--- config.mk ---
export PLATFORM = sky130hd
export DESIGN_NAME = apb3_requester_arbiter
export DESIGN_NICKNAME = d
export VERILOG_FILES = /design/src/rtl/apb3_requester_arbiter.sv
export SDC_FILE = /design/constraint.sdc
export NUM_CORES = 1
export LEC_CHECK = 0
export CAP_MARGIN = 20
export CORE_MARGIN = 2
export CORE_UTILIZATION = 28
export CTS_BUF_LIST = sky130_fd_sc_hd__clkbuf_8
export CTS_CLUSTER_DIAMETER = 60
export DETAILED_ROUTE_END_ITERATION = 7
export SKIP_LAST_GASP = 1
export SYNTH_ARGS = -nofsm -noshare
export SYNTH_HDL_FRONTEND = slang
export SYNTH_SLANG_ARGS = --single-unit
--- constraint.sdc ---
create_clock -name clk -period 2.42 [get_ports clk]
set_input_delay 0.242 -clock clk [delete_from_list [all_inputs] [get_ports clk]]
set_output_delay 0.242 -clock clk [all_outputs]
set_load 0.05 [all_outputs]
--- src/rtl/apb3_requester_arbiter.sv ---
// apb3_requester_arbiter
//   Round-robin arbiter plus APB3 requester that shares one APB3 completer
//   among NumRequesters local clients. Each client hands over one read/write
//   command through a valid/ready handshake. The owning client then receives
//   a one-cycle response pulse. Completer wait states are supported, and
//   back-to-back transfers skip the IDLE phase. A non-zero TimeoutCycles
//   abandons a transfer whose completer never raises pready.
//
// Ports
//   clk, rst_n            clock (rising edge), asynchronous active-low reset
//   req_valid/req_ready   per-client command handshake (req_ready one-hot)
//   req_write             per-client direction, 1 = write
//   req_addr/req_wdata    per-client address / write data, packed by client index
//   rsp_valid             one-hot response pulse to the owning client
//   rsp_rdata/rsp_err     read data (0 for writes/aborts) and timeout flag
//   paddr..pwdata         APB3 requester outputs
//   prdata, pready        APB3 completer inputs
module apb3_requester_arbiter #(
  parameter int NumRequesters = 2,
  parameter int AddressWidth  = 8,
  parameter int DataWidth     = 32,
  parameter int TimeoutCycles = 16
) (
  input  logic                                  clk,
  input  logic                                  rst_n,
  input  logic [NumRequesters-1:0]              req_valid,
  output logic [NumRequesters-1:0]              req_ready,
  input  logic [NumRequesters-1:0]              req_write,
  input  logic [NumRequesters*AddressWidth-1:0] req_addr,
  input  logic [NumRequesters*DataWidth-1:0]    req_wdata,
  output logic [NumRequesters-1:0]              rsp_valid,
  output logic [DataWidth-1:0]                  rsp_rdata,
  output logic                                  rsp_err,
  output logic [AddressWidth-1:0]               paddr,
  output logic                                  pwrite,
  output logic                                  psel,
  output logic                                  penable,
  output logic [DataWidth-1:0]                  pwdata,
  input  logic [DataWidth-1:0]                  prdata,
  input  logic                                  pready
);

  localparam int IdxWidth = (NumRequesters > 1) ? $clog2(NumRequesters) : 1;
  localparam int CntWidth = (TimeoutCycles > 0) ? $clog2(TimeoutCycles + 1) : 1;

  typedef enum logic [1:0] {
    StIdle   = 2'd0,
    StSetup  = 2'd1,
    StAccess = 2'd2
  } state_e;

  state_e                state_r;
  state_e                state_next_s;
  logic [IdxWidth-1:0]   last_grant_r;
  logic [IdxWidth-1:0]   owner_r;
  logic [IdxWidth-1:0]   winner_s;
  logic [IdxWidth-1:0]   cand_s;
  logic                  any_valid_s;
  logic                  timeout_s;
  logic                  done_s;
  logic                  grant_point_s;
  logic                  grant_s;
  logic [CntWidth-1:0]   tcnt_r;

  // Client index 'step' positions after 'base', wrapping modulo NumRequesters.
  function automatic logic [IdxWidth-1:0] rr_index(input logic [IdxWidth-1:0] base,
                                                   input int unsigned step);
    int unsigned sum_v;
    sum_v = 32'(base) + step;
    return IdxWidth'(sum_v % 32'(NumRequesters));
  endfunction

  // The counter has already counted TimeoutCycles-1 stalled cycles. So this is
  // the last ACCESS cycle allowed. pready in this same cycle still wins.
  assign timeout_s     = (TimeoutCycles > 0) && (state_r == StAccess) && !pready &&
                         (tcnt_r == CntWidth'(TimeoutCycles - 1));
  assign done_s        = (state_r == StAccess) && (pready || timeout_s);
  assign grant_point_s = (state_r == StIdle) || done_s;
  assign grant_s       = grant_point_s && any_valid_s;

  // Round-robin search: first pending client after the last granted one.
  always_comb begin
    winner_s    = last_grant_r;
    any_valid_s = 1'b0;
    cand_s      = last_grant_r;
    for (int k = 1; k <= NumRequesters; k++) begin
      cand_s = rr_index(last_grant_r, k);
      if (!any_valid_s && req_valid[cand_s]) begin
        any_valid_s = 1'b1;
        winner_s    = cand_s;
      end else begin
        any_valid_s = any_valid_s;
      end
    end
  end

  // Acceptance strobe: only at a grant point, only to the winner.
  always_comb begin
    req_ready = {NumRequesters{1'b0}};
    if (grant_s) begin
      req_ready[winner_s] = 1'b1;
    end else begin
      req_ready = {NumRequesters{1'b0}};
    end
  end

  // Next APB phase. A grant always restarts at SETUP, which gives back-to-back transfers.
  always_comb begin
    state_next_s = state_r;
    case (state_r)
      StIdle:   state_next_s = any_valid_s ? StSetup : StIdle;
      StSetup:  state_next_s = StAccess;
      StAccess: begin
        if (done_s) begin
          state_next_s = any_valid_s ? StSetup : StIdle;
        end else begin
          state_next_s = StAccess;
        end
      end
      default:  state_next_s = StIdle;
    endcase
  end

  // Phase register, APB outputs, arbitration pointer, timeout counter and response.
  always_ff @(posedge clk or negedge rst_n) begin
    if (!rst_n) begin
      state_r      <= StIdle;
      psel         <= 1'b0;
      penable      <= 1'b0;
      paddr        <= {AddressWidth{1'b0}};
      pwrite       <= 1'b0;
      pwdata       <= {DataWidth{1'b0}};
      last_grant_r <= IdxWidth'(NumRequesters - 1);
      owner_r      <= {IdxWidth{1'b0}};
      tcnt_r       <= {CntWidth{1'b0}};
      rsp_valid    <= {NumRequesters{1'b0}};
      rsp_rdata    <= {DataWidth{1'b0}};
      rsp_err      <= 1'b0;
    end else begin
      state_r <= state_next_s;
      psel    <= (state_next_s != StIdle);
      penable <= (state_next_s == StAccess);

      if (grant_s) begin
        paddr        <= req_addr[winner_s*AddressWidth +: AddressWidth];
        pwrite       <= req_write[winner_s];
        pwdata       <= req_wdata[winner_s*DataWidth +: DataWidth];
        last_grant_r <= winner_s;
        owner_r      <= winner_s;
      end else begin
        paddr        <= paddr;
        pwrite       <= pwrite;
        pwdata       <= pwdata;
        last_grant_r <= last_grant_r;
        owner_r      <= owner_r;
      end

      // Count stalled ACCESS cycles. The count clears as soon as ACCESS is left.
      if ((state_r == StAccess) && !done_s) begin
        tcnt_r <= tcnt_r + 1'b1;
      end else begin
        tcnt_r <= {CntWidth{1'b0}};
      end

      rsp_valid <= {NumRequesters{1'b0}};
      rsp_rdata <= {DataWidth{1'b0}};
      rsp_err   <= 1'b0;
      if (done_s) begin
        rsp_valid[owner_r] <= 1'b1;
        rsp_err            <= !pready;
        rsp_rdata          <= (pready && !pwrite) ? prdata : {DataWidth{1'b0}};
      end else begin
        rsp_err            <= 1'b0;
      end
    end
  end

endmodule

==> results_tabular.tex <==
\begin{tabular}{lr}
\hline
Metric & Value \\
\hline
\multicolumn{2}{l}{\textbf{Global routing}} \\
\quad Final global-route overflow total & 0 \\
\quad First-pass GRT wire length & 19200 um \\
\quad Total global routing track utilization & 17.2\% \\
\quad Vias in the first global route & 3639 \\
\quad Maximum number of pins on one net before global-route repair & 47 \\
\quad Antenna violations before repair & 0 \\
\multicolumn{2}{l}{\textbf{Pwr}} \\
\quad Total leakage power & 2.49 nW \\
\quad Worst vdd ir & 494 uV \\
\quad Total power & 7.18 mW \\
\quad Power density over the cells & 1180 nW/um2 \\
\multicolumn{2}{l}{\textbf{Cells and area}} \\
\quad Final antenna diode count & 0 \\
\quad Syn-to-layout area delta & 65.9\% \\
\quad Final core utilization & 48.0\% \\
\quad Final nets & 667 \\
\quad Fraction of final layout cells with drive strength greater than 1 & 8.53\% \\
\quad Most common library cell in the layout ignoring fill and taps & sky130\_fd\_sc\_hd\_\_clkdlybuf4s50\_1 \\
\quad Number of filler instances in the final layout & 1214 \\
\quad Most used cells in the layout excluding fill and tap cells & sky130\_fd\_sc\_hd\_\_clkdlybuf4s50\_1 (195), sky130\_fd\_sc\_hd\_\_dfrtp\_1 (86), sky130\_fd\_sc\_hd\_\_nand3\_1 (43), sky130\_fd\_sc\_hd\_\_o21ai\_0 (43) \\
\multicolumn{2}{l}{\textbf{Die}} \\
\quad Standard cell core area & 12700 um2 \\
\quad Starting Density & 28.9\% \\
\quad Std-Cell Rows & 41 \\
\quad Floorplan die area & 14000 um2 \\
\quad Die height & 118 um \\
\quad Die X & 118 um \\
\quad IO Pins & 199 \\
\multicolumn{2}{l}{\textbf{Logic synthesis}} \\
\quad Fraction of synthesis flops using an asynchronous set or reset pin & 100\% \\
\quad Cells after Synth & 355 \\
\quad Post-synth design cell area & 3660 um2 \\
\quad Synth Area per Inst & 10.3 um2 \\
\quad Count of unique library cells instantiated by Yosys & 28 \\
\quad Net Count, Synth & 476 \\
\quad Top\_reg\_cell synth & sky130\_fd\_sc\_hd\_\_dfrtp\_1 \\
\quad Portion of synthesized cell area occupied by the leading cell type & 58.8\% \\
\quad Leading post-synthesis cells by cell area & sky130\_fd\_sc\_hd\_\_dfrtp\_1 (59\%), sky130\_fd\_sc\_hd\_\_a31oi\_1 (7.0\%), sky130\_fd\_sc\_hd\_\_nand3\_1 (5.9\%), sky130\_fd\_sc\_hd\_\_o21ai\_0 (5.9\%), sky130\_fd\_sc\_hd\_\_and2\_1 (5.6\%) \\
\quad Total number of yosys warnings & 0 \\
\quad Sequential fraction of the synthesis area & 59.5\% \\
\quad Library cell occupying the most area in the post-synthesis netlist & sky130\_fd\_sc\_hd\_\_dfrtp\_1 \\
\quad \#FFs+latches synth & 87 \\
\quad EDFF count, synth & 0 \\
\multicolumn{2}{l}{\textbf{STA}} \\
\quad Fin Setup TNS & 0 ns \\
\quad Fin crit share & 96.2\% \\
\quad Endpoints failing hold & 0 \\
\quad Clock skew & 0.00753 ns \\
\quad Clock period minus final worst setup slack & 2.33 ns \\
\quad Setup violation total in the final timing report & 0 \\
\quad Slew headroom & 62.6\% \\
\quad Fmax achieved & 0.429 GHz \\
\quad Final worst-path setup slack & 0.0912 ns \\
\quad Max-slew violations & 0 \\
\quad Worst slack on hold paths & 0.416 ns \\
\quad Worst Tran Pin Value & 0.561 ns \\
\quad RSZ-0062 raised after global routing & false \\
\multicolumn{2}{l}{\textbf{Placed design}} \\
\quad Routability congestion estimate from global placement & 0.778 \\
\quad Post-detail-place hpwl & 8370 um \\
\quad Post-placement setup slack & 0.190 ns \\
\quad Count of buffers inserted at the top-level ports & 198 \\
\multicolumn{2}{l}{\textbf{CTS}} \\
\quad Total clock sinks & 87 \\
\quad Max Root-Sink Buffers & 2 \\
\quad Clock edge transition at the registers on the reported setup and hold paths & 0.08 ns \\
\quad Worst-skew pair later-pin latency & 0.37 ns \\
\quad Cts bufs inserted & 9 \\
\quad TritonCTS clock tree & yes \\
\quad Depth of the CTS H-tree & 3 \\
\quad Clock root buffer master & sky130\_fd\_sc\_hd\_\_clkbuf\_8 \\
\multicolumn{2}{l}{\textbf{Worst setup path}} \\
\quad Required time of the worst setup path & 2.18 ns \\
\quad Critical Path End Type & output port \\
\quad Worst setup path category & flop to output port \\
\quad Critical Path Start Type & flop \\
\quad Critical Path AT & 2.09 ns \\
\quad Crit Path Max Fanout & 4 \\
\multicolumn{2}{l}{\textbf{Status}} \\
\quad Status & finished clean \\
\multicolumn{2}{l}{\textbf{Routing}} \\
\quad Drc violations & 0 \\
\quad Aggregate routed wire length & 11900 um \\
\quad Number of iterations in the first detailed-routing pass & 4 \\
\quad Iter 0 DRT Violations & 306 \\
\quad Via count & 3529 \\
\quad Post-detailed-route wirelength per cell & 16.5 um \\
\quad Post-detailed-route count of antenna-violating nets & 0 \\
\quad DR vias/cell & 4.88 \\
\multicolumn{2}{l}{\textbf{Run}} \\
\quad Number of max-cap violations & 0 \\
\multicolumn{2}{l}{\textbf{Worst hold path}} \\
\quad Class of the tightest hold or removal check & primary input to asynchronous set/reset pin \\
\hline
\end{tabular}
-- routing by layer --
layer  up-vias  routed length [um]  global-route usage (%)
met2       166                5820                    28.4
met4         0                 110                    4.07
met5         -                   0                       0
li1       1644                   -                       -
met1      1711                4770                    20.0
met3         8                1250                    8.49
-- worst paths after layout --
path / start / to / slack (ns) / cells after the start
max: tcnt_r[0] / req_ready[0] / 0.09 / 7
min: rst_n / pwrite / 0.42 / 2
max in group asynchronous: rst_n / rsp_rdata[10] / 1.36 / 3
min reg2reg: owner_r / rsp_valid[0] / 0.47 / 1
min in group clk: prdata[20] / rsp_rdata[20] / 0.42 / 2
max reg2reg: tcnt_r[0] / paddr[6] / 0.21 / 9
-- logic make-up (layout without fill, tap and decap cells) --
| group | count (synthesis) | in the layout | share of synthesized area (%) |
|---|---|---|---|
| AND/OR/NAND/NOR | 96 | 96 | 14.5 |
| AO/OA/AOI/OAI | 127 | 127 | 19.0 |
| multiplexers | 2 | 2 | 0.820 |
| adder cells (fa/ha/maj) | 2 | 2 | 0.683 |
| buffers and inverters | 39 | 235 | 5.09 |
| XOR/XNOR | 2 | 2 | 0.478 |
| flip-flops | 87 | 87 | 59.5 |
-- stage by stage --
stage / std cells / area [um2]
after global routing: 723 / 6080
after global placement: 703 / 5820
final: 723 / 6080
after CTS: 721 / 6050
after detailed placement: 703 / 5820
after floorplan: 355 / 3670
-- registers in the layout, indices dropped and copies added (netlist names) --
| signal | flops |
|---|---|
| rsp_valid | 2 |
| paddr | 8 |
| state_r | 2 |
| tcnt_r | 5 |
| rsp_err | 1 |
| penable | 1 |
| pwdata | 32 |
| last_grant_r | 1 |
| owner_r | 1 |
| pwrite | 1 |
| rsp_rdata | 32 |
| psel | 1 |
-- synth_stat cells (3+ instances only) --
master	count
sky130_fd_sc_hd__a21oi_1	41
sky130_fd_sc_hd__nor3b_1	3
sky130_fd_sc_hd__buf_2	6
sky130_fd_sc_hd__clkbuf_1	21
sky130_fd_sc_hd__a31oi_1	41
sky130_fd_sc_hd__and2_1	33
sky130_fd_sc_hd__buf_6	4
sky130_fd_sc_hd__o21ai_0	43
sky130_fd_sc_hd__inv_1	3
sky130_fd_sc_hd__nand3_1	43
sky130_fd_sc_hd__dfrtp_1	86
sky130_fd_sc_hd__nor2_1	9
sky130_fd_sc_hd__buf_1	4
-- where the power goes --
group / switching [mW] / leakage (nW) / internal, mW
combinational: 2.58 / 1.29 / 1.36
sequential: 0.249 / 1.09 / 1.90
clock: 0.528 / 0.109 / 0.564
total: 3.36 / 2.49 / 3.82
-- worst max-delay path: stages, from the launching register on --
cell	delay, ns
sky130_fd_sc_hd__dfrtp_1	0.39
sky130_fd_sc_hd__ha_1	0.22
sky130_fd_sc_hd__and3_1	0.19
sky130_fd_sc_hd__ha_2	0.18
sky130_fd_sc_hd__or3b_4	0.40
sky130_fd_sc_hd__nand2_4	0.10
sky130_fd_sc_hd__nor2_1	0.08
sky130_fd_sc_hd__buf_12	0.16
-- cell type report --
| type | count | area [um2] | area share (%) |
|---|---|---|---|
| sequential | 87 | 2180 | 35.9 |
| timing repair buffer | 215 | 2130 | 35.1 |
| multi-input combinational | 229 | 1320 | 21.6 |
| tap | 172 | 215 | 3.54 |
| clock buffer | 12 | 165 | 2.72 |
| clock inverter | 4 | 51.3 | 0.844 |
| inverter | 4 | 17.5 | 0.288 |
-- what timing repair did --
| item | in CTS | in global routing |
|---|---|---|
| resized for setup | 1 | 2 |
| pin swaps | 0 | 1 |
| hold endpoints to repair | 40 | 0 |
| buffers inserted | 1 | 2 |
| setup endpoints to repair | 2 | 2 |
| hold buffers | 1 | 0 |
Note: power is estimated with default switching activity, not from simulation.
